$ cat config.mk
export PLATFORM = sky130hd
export DESIGN_NAME = histogram_ctrl
export DESIGN_NICKNAME = d
export VERILOG_FILES = /design/src/rtl/histogram_ctrl.sv
export SDC_FILE = /design/constraint.sdc
export NUM_CORES = 1
export LEC_CHECK = 0
export ABC_AREA = 0
export CORE_MARGIN = 2
export CORE_UTILIZATION = 30
export DETAILED_ROUTE_END_ITERATION = 8
export GPL_TIMING_DRIVEN = 0
export PLACE_DENSITY = 0.53
export SYNTH_ARGS = -nofsm -noshare
export SYNTH_HDL_FRONTEND = slang
export SYNTH_SLANG_ARGS = --single-unit
$ cat constraint.sdc
create_clock -name clock -period 1.85 [get_ports clock]
set_input_delay 0.37 -clock clock [delete_from_list [all_inputs] [get_ports clock]]
set_output_delay 0.37 -clock clock [all_outputs]
set_load 0.05 [all_outputs]
$ cat src/rtl/histogram_ctrl.sv
// Control FSM for the image-histogram stage: clears bins, sequences pixel reads, waits for the
// datapath to drain, then pulses done. Optional bin-clear phase is enabled by HIST_CLEAR_EN.

module histogram_ctrl #(
    parameter int unsigned NUM_BINS   = 256,
    parameter int unsigned BIN_ADDR_W = 8,
    parameter int unsigned NUM_PIXELS = 16384,
    parameter int unsigned PIX_ADDR_W = 14
) (
    input  logic                  clock,
    input  logic                  reset,
    input  logic                  start_histogram,
    input  logic                  input_memory_read_finished,
    input  logic                  all_pixel_written,
    output logic                  input_mem_read_en,
    output logic [PIX_ADDR_W-1:0] input_mem_addr,
    output logic                  hist_clear_en,
    output logic [BIN_ADDR_W-1:0] hist_bin_addr,
    output logic                  busy,
    output logic                  histogram_done
);

    localparam logic [2:0] StIdle      = 3'd0;
`ifdef HIST_CLEAR_EN
    localparam logic [2:0] StClear     = 3'd1;
`endif
    localparam logic [2:0] StRead      = 3'd2;
    localparam logic [2:0] StWaitRead  = 3'd3;
    localparam logic [2:0] StWaitWrite = 3'd4;
    localparam logic [2:0] StDone      = 3'd5;

    localparam logic [PIX_ADDR_W-1:0] PixLast = PIX_ADDR_W'(NUM_PIXELS - 1);

    if (NUM_BINS != (32'd1 << BIN_ADDR_W)) begin : g_bins_chk
        $error("NUM_BINS must equal 2**BIN_ADDR_W");
    end
    if (64'(NUM_PIXELS) > (64'd1 << PIX_ADDR_W)) begin : g_pix_chk
        $error("NUM_PIXELS does not fit in PIX_ADDR_W");
    end

    logic [2:0]            state_q, state_d;
    logic                  start_prev_q;
    logic                  sticky_q, sticky_d;
    logic [PIX_ADDR_W-1:0] pix_cnt_q, pix_cnt_d;
    logic                  start_rise;

    assign start_rise = start_histogram & ~start_prev_q;

`ifdef HIST_CLEAR_EN
    localparam logic [BIN_ADDR_W-1:0] BinLast = BIN_ADDR_W'(NUM_BINS - 1);

    logic [BIN_ADDR_W-1:0] bin_cnt_q, bin_cnt_d;

    always_ff @(posedge clock or negedge reset) begin
        if (!reset) begin
            bin_cnt_q <= '0;
        end else begin
            bin_cnt_q <= bin_cnt_d;
        end
    end
`endif

    always_ff @(posedge clock or negedge reset) begin
        if (!reset) begin
            state_q      <= StIdle;
            start_prev_q <= 1'b0;
            sticky_q     <= 1'b0;
            pix_cnt_q    <= '0;
        end else begin
            state_q      <= state_d;
            start_prev_q <= start_histogram;
            sticky_q     <= sticky_d;
            pix_cnt_q    <= pix_cnt_d;
        end
    end

    always_comb begin
        state_d   = state_q;
        sticky_d  = sticky_q;
        pix_cnt_d = pix_cnt_q;
`ifdef HIST_CLEAR_EN
        bin_cnt_d = bin_cnt_q;
`endif
        case (state_q)
            StIdle: begin
                if (start_rise) begin
`ifdef HIST_CLEAR_EN
                    state_d   = StClear;
                    bin_cnt_d = '0;
`else
                    state_d   = StRead;
                    pix_cnt_d = '0;
`endif
                end
            end
`ifdef HIST_CLEAR_EN
            StClear: begin
                // Early read-finished reports are remembered until the wait phase.
                sticky_d = sticky_q | input_memory_read_finished;
                if (bin_cnt_q == BinLast) begin
                    state_d   = StRead;
                    pix_cnt_d = '0;
                end else begin
                    bin_cnt_d = bin_cnt_q + BIN_ADDR_W'(1);
                end
            end
`endif
            StRead: begin
                sticky_d = sticky_q | input_memory_read_finished;
                if (pix_cnt_q == PixLast) begin
                    state_d = StWaitRead;
                end else begin
                    pix_cnt_d = pix_cnt_q + PIX_ADDR_W'(1);
                end
            end
            StWaitRead: begin
                if (input_memory_read_finished || sticky_q) begin
                    if (all_pixel_written) begin
                        state_d  = StDone;
                        sticky_d = 1'b0;
                    end else begin
                        state_d = StWaitWrite;
                    end
                end
            end
            StWaitWrite: begin
                if (all_pixel_written) begin
                    state_d  = StDone;
                    sticky_d = 1'b0;
                end
            end
            StDone: begin
                state_d = StIdle;
            end
            default: begin
                state_d = StIdle;
            end
        endcase
    end

    // Outputs decode registered state only; addresses read as zero outside their phase.
    assign busy              = (state_q != StIdle);
    assign histogram_done    = (state_q == StDone);
    assign input_mem_read_en = (state_q == StRead);
    assign input_mem_addr    = {PIX_ADDR_W{input_mem_read_en}} & pix_cnt_q;

`ifdef HIST_CLEAR_EN
    assign hist_clear_en = (state_q == StClear);
    assign hist_bin_addr = {BIN_ADDR_W{hist_clear_en}} & bin_cnt_q;
`else
    assign hist_clear_en = 1'b0;
    assign hist_bin_addr = '0;
`endif

endmodule

==> run_results.csv, run 1 <==
group,metric,value,unit
status,outcome,"completed",
timing,rsz0062_at_grt,"yes",
logic_synthesis,ys_seq_area_frac,0.3889,
grt,grt_usage,0.1548,
timing,hold_viol,0,
cts,clkSlewWorstSetupHoldPaths,0.07,ns
grt,antenna_found_initial,0,
place,dpl.hpwl,2310,µm
critical_path,crit_chain,"and2b_2 -> nand2_4 -> inv_6 -> buf_8 -> and2_4 -> buf_8",
routing,via_count,1220,
timing,timing.fmax,0.5452,GHz
routing,top_layer_used,"met4",
finish,num_antenna_cells,0,
logic_synthesis,syn_area,1222,µm²
critical_path,reg2reg_depth,5,
logic_synthesis,yosysTopAreaCellShare,0.3889,
critical_path,crit_required,1.48,ns
routing,vias_per_cell,5.169,
routing,routed-wl-met3,171,µm
grt,grt_max_degree,20,
timing,fin_ws,0.01585,ns
die,die_w,67.84,µm
critical_path,cp_slowest_cell,"dfrtp_1",
routing,drt_wl_total,3461,µm
logic_synthesis,ys_ff_latch,19,
logic_synthesis,yosysWarnings,0,
logic_synthesis,synth_top_area_cell,"dfrtp_1",
power_and_ir_drop,power,2.201,mW
die,fp.dieH,67.84,µm
grt,overflow,0,
critical_path,critPathMaxStageDelay,0.39,ns
critical_path,cp.arrival,1.46,ns
place,io_buffers,21,
logic_synthesis,ys_types,44,
timing,relSlewSlack,0.3852,
critical_path,end_kind,"output pin",
hold_path,hp-class,"register to register",
hold_path,hold_depth,1,
critical_path,cp-start-kind,"register",
critical_path,cp.depth,6,
timing,period_needed,1.834,ns
timing,slew_viol_final,0,
routing,drt.antenna.violating_nets,0,
power_and_ir_drop,p_per_area,1245,nW/µm²
finish,area_growth,44.63,%
routing,wire_per_inst,14.67,µm
critical_path,cp.buffers_inverters,3,
cts,numCtsBuffers,3,
place,place_congestion,0.8216,
logic_synthesis,synth_edf_count,0,
logic_synthesis,postSynth.asyncResetShare,1.000,
job,maxCapViolations,0,
die,initial_core_util,0.3078,
power_and_ir_drop,max-vdd-ir-drop,0.3999,mV
die,coreArea,3971,µm²
grt,first_global_vias,1119,
cts,clock_path_buffers,2,
routing,drt_pass1_iterations,4,
logic_synthesis,yosys-top-cells-count,"dfrtp_1 (19), nand2_1 (12), and2_1 (11)",
die,die_area,4602,µm²
timing,tightest_slew,0.9194,ns
timing,fin_crit_sh,0.9914,
die,rows,23,
grt,grt_pass1_wl,5313,µm
finish,drive_above_1_share,0.3602,
critical_path,cp_common_cell,"buf_8",
power_and_ir_drop,power.leakage,0.7991,nW
cts,insertion_delay,0.26,ns
timing,fin_hold_ws,0.5554,ns
routing,drcViolationCount,0,
cts,cts_tree,"built",
critical_path,critical_path_class,"register to output pin",
logic_synthesis,ys.flop_type,"dfrtp_1",
finish,fin_nets,193,
logic_synthesis,syn_area_per_cell,8.609,µm²
critical_path,crit_family,"simple AND/OR/NAND/NOR gates",
logic_synthesis,synthCells,142,
die,boundaryPins,31,
logic_synthesis,synth.area.top_cells,"dfrtp_1 (39%), and2_1 (5.6%), buf_4 (5.5%)",
routing,m1WireLength,1507,µm
cts,cts_sinks,19,
place,dpl_worst_slack,-0.7849,ns
cts,cts-root-buf,"clkbuf_8",
timing,clock_skew,0.001654,ns
routing,wl_met2,1755,µm
routing,drt_iter0_markers,68,
critical_path,crit_fanout,6,
cts,h-tree-depth,1,
finish,final_util,0.4452,
logic_synthesis,synth_most_common_cell,"dfrtp_1",
timing,finalSetupViolCount,0,
==> placed cells by master (no fill, tap or decap), types with 3 or more instances in the layout <==
cell type         n
clkdlybuf4s50_1   4
buf_4            21
nor2_2            3
nor3_1            4
and2_1            3
buf_6             4
buf_8            10
and2_4            8
a21oi_1           7
inv_1             4
or4_1             3
nand2_1          11
conb_1            9
a31oi_1           5
o31ai_1           3
nor2_1            5
buf_2             3
dfrtp_1          17
clkbuf_8          3
and3_1            3
nand3_1           8
o21ai_0           7
==> sequential cells by signal, summed over array words and instances (netlist names) <==
signal        flops
pix_cnt_q        14
start_prev_q      1
state_q           3
sticky_q          1
==> cell type report <==
class	count	area (µm²)
fillers	397	2203
well taps	50	62.56
multi-input cells	112	726.9
clock buffers	3	41.29
clock inverters	1	5.005
inverters	6	27.53
plain buffers	13	98.84
flip-flops and latches	19	478.0
repair buffers	32	327.8
==> path summary, 6_finish.rpt <==
path / from / endpoint / slack (ns)
max in group asynchronous: reset / state_q[0]$_DFFE_PN0P_ / 0.61
hold reg to reg: sticky_q$_DFFE_PN0P_ / state_q[1]$_DFFE_PN0P_ / 0.56
setup / recovery: state_q[2]$_DFFE_PN0P_ / input_mem_addr[13] / 0.02
hold / removal: sticky_q$_DFFE_PN0P_ / state_q[1]$_DFFE_PN0P_ / 0.56
min in group asynchronous: reset / pix_cnt_q[4]$_DFFE_PN0P_ / 0.62
setup reg to reg: pix_cnt_q[1]$_DFFE_PN0P_ / pix_cnt_q[2]$_DFFE_PN0P_ / 0.09
==> cells by family (layout without fill, tap and decap cells) <==
logic type	count (synthesis)	in the layout	synth area share
AND/OR/NAND/NOR	61	61	0.2856
AO/OA/AOI/OAI	41	41	0.2242
adder cells (fa/ha/maj)	1	1	0.01023
other	1	9	0.003068
buffers and inverters	19	55	0.08802
flip-flops	19	19	0.3889
==> power by group <==
part | internal (mW) | switching (mW)
Sequential | 0.524 | 0.160
Combinational | 0.530 | 0.689
Clock | 0.150 | 0.147
Total | 1.20 | 0.997
==> per-layer routing <==
| layer | vias to the layer above | track usage |
|---|---|---|
| met5 | - | 0 |
| met4 | 0 | 0.03500 |
| met3 | 2 | 0.04934 |
| met2 | 29 | 0.2512 |
| met1 | 593 | 0.2014 |
| li1 | 596 | - |
==> stage by stage <==
step	instances	TNS [ns]	instance area (µm²)
2_1_floorplan	150	-0.3406	1267
3_3_place_gp	221	-9.983	1540
3_5_place_dp	221	-10.26	1540
4_1_cts	232	-0.1457	1673
5_1_grt	236	-0.2839	1768
6_report	236	0	1768
==> timing repair <==
item / in CTS / in global routing
resized for setup: 127 / 23
pin swaps: 1 / 2
cloned: 1 / 0
setup endpoints to repair: 17 / 23
setup buffers: 6 / 4
hold buffers: 0 / 0
No activity file was read; power rests on OpenSTA's default activity.
==> run 2: changes to the inputs <==
- SKIP_LAST_GASP: default -> 1
==> run 2 against run 1 <==
  * Critical path depth did not move
  * Utilization decreased by 0.85 points
  * Register-to-register slack got worse by 0.05 ns
  * First-iteration DRC count increased by 1.5%
  * Sequential share of layout area grew 0.53 points
  * Power decreased by 3.1%
  * Clock power is essentially flat
  * Maximum frequency is essentially flat
  * Sequential power decreased by 0.9%
  * Critical path type unchanged
==> run_results.csv, run 2 (synthesis gave the netlist of run 1 again) <==
group,metric,value,unit
place,io_buffers,21,
critical_path,r2r_slack,0.04,ns
die,die_area,4602,µm²
critical_path,crit_family,"simple AND/OR/NAND/NOR gates",
timing,slew_viol_final,0,
place,place_congestion,0.8216,
critical_path,cp_slowest_cell,"dfrtp_1",
cts,insertion_delay,0.26,ns
cts,h-tree-depth,1,
finish,layout_common_cells,"buf_4 (19), dfrtp_1 (17), nand2_1 (11), buf_8 (10), conb_1 (9)",
routing,wire_per_inst,14.45,µm
power_and_ir_drop,max-vdd-ir-drop,0.3895,mV
timing,timing.fmax,0.5448,GHz
routing,drt_pass1_iterations,4,
cts,cts_tree,"built",
finish,reg_top3,"pix_cnt_q x14, state_q x3",
timing,tightest_slew,0.9216,ns
cts,clock_path_buffers,2,
timing,rsz0062_at_grt,"yes",
grt,grt_usage,0.1548,
place,dp.cells,221,
timing,hold_viol,0,
routing,drcViolationCount,0,
finish,final_common_cell,"buf_4",
cts,numCtsBuffers,3,
cts,clkSlewWorstSetupHoldPaths,0.07,ns
power_and_ir_drop,p_per_area,1230,nW/µm²
die,rows,23,
finish,largest_reg_flops,14,
grt,overflow,0,
critical_path,crit_chain,"and2b_2 -> nand2_4 -> inv_6 -> buf_8 -> and2_4 -> buf_8",
timing,relSlewSlack,0.3837,
routing,via_count,1220,
finish,area_growth,41.86,%
critical_path,cp.buffers_inverters,3,
grt,grt_pass1_wl,5313,µm
cts,cts-root-buf,"clkbuf_8",
status,outcome,"completed",
hold_path,hp-class,"register to register",
timing,fin_hold_ws,0.5488,ns
critical_path,end_kind,"output pin",
job,maxCapViolations,0,
critical_path,crit_fanout,6,
timing,fin_crit_sh,0.9921,
routing,drt_wl_total,3381,µm
grt,grt_max_degree,20,
die,initial_core_util,0.3078,
routing,vias_per_cell,5.214,
critical_path,critPathMaxStageDelay,0.39,ns
finish,fin_nets,191,
grt,antenna_found_initial,0,
place,dpl.hpwl,2310,µm
critical_path,crit_required,1.48,ns
timing,finalSetupViolCount,0,
routing,drt.antenna.violating_nets,0,
routing,drt_iter0_markers,69,
timing,clock_skew,0.001712,ns
power_and_ir_drop,power.leakage,0.7731,nW
grt,first_global_vias,1119,
cts,holdBufCountCts,0,
critical_path,cp-start-kind,"register",
die,die_w,67.84,µm
die,boundaryPins,31,
finish,regMostFlops,"pix_cnt_q",
critical_path,critical_path_class,"register to output pin",
timing,period_needed,1.835,ns
die,coreArea,3971,µm²
die,fp.dieH,67.84,µm
cts,cts_sinks,19,
critical_path,cp_common_cell,"buf_8",
critical_path,cp.arrival,1.47,ns
finish,final_cells,234,
finish,num_antenna_cells,0,
finish,drive_above_1_share,0.3533,
==> run 2: cell count changes in the layout (fill, tap and decap cells not counted) <==
| cell | before | now |
|---|---|---|
| nor4_4 | 1 | 0 |
| nor4_2 | 0 | 1 |
| buf_4 | 21 | 19 |
| ha_2 | 0 | 1 |
| ha_4 | 1 | 0 |
==> run 2: layout make-up <==
class / count / area (µm²)
fillers: 398 / 2237
multi-input cells: 112 / 708.2
flip-flops and latches: 19 / 478.0
repair buffers: 30 / 312.8
plain buffers: 13 / 98.84
well taps: 50 / 62.56
clock buffers: 3 / 41.29
inverters: 6 / 27.53
clock inverters: 1 / 5.005
==> run 2: stage by stage <==
| step | instance area (µm²) | setup TNS, ns | setup slack, ns | util | power (mW) |
|---|---|---|---|---|---|
| after floorplan | 1267 | -0.3406 | -0.1135 | - | 1.393 |
| after global routing | 1734 | -0.3433 | -0.03839 | 0.4367 | 2.248 |
| after global placement | 1540 | -9.983 | -0.7715 | 0.3878 | 1.684 |
| after CTS | 1670 | -0.1486 | -0.02126 | 0.4206 | 2.097 |
| final | 1734 | 0 | 0.01457 | 0.4367 | 2.133 |
| after detailed placement | 1540 | -10.26 | -0.7849 | 0.3878 | 1.702 |
==> run 2: layer usage <==
layer  track usage  vias up  part of all wire
li1              -      589                 -
met5             0        -                 0
met2        0.2512       36              0.51
met1        0.2014      595              0.43
met4       0.03500        0                 0
met3       0.04934        0             0.061
==> run 2: power by group <==
| group | total, mW | internal (mW) | switching [mW] |
|---|---|---|---|
| logic | 1.16 | 0.490 | 0.667 |
| clock network | 0.298 | 0.150 | 0.148 |
| registers | 0.678 | 0.524 | 0.153 |
==> run 2: final timing paths <==
path	end	depth (start not counted)	startpoint
worst max-delay path	input_mem_addr[13]	6	state_q[1]$_DFFE_PN0P_
min in group asynchronous	pix_cnt_q[5]$_DFFE_PN0P_	1	reset
worst min register to register	pix_cnt_q[3]$_DFFE_PN0P_	1	pix_cnt_q[3]$_DFFE_PN0P_
worst min-delay path	pix_cnt_q[3]$_DFFE_PN0P_	1	pix_cnt_q[3]$_DFFE_PN0P_
worst max register to register	pix_cnt_q[2]$_DFFE_PN0P_	5	pix_cnt_q[1]$_DFFE_PN0P_
max in group asynchronous	state_q[0]$_DFFE_PN0P_	1	reset
==> run 2: repair_timing <==
item / CTS / global route
buffers inserted: 6 / 2
resized for setup: 126 / 22
pin swaps: 1 / 0
setup endpoints to repair: 17 / 24
cloned: 1 / 0
==> run 3: changes to the inputs <==
- CAP_MARGIN: default -> 25
==> results of run 3 <==
The final DEF is identical to that of run 2; final timing and power are the same.
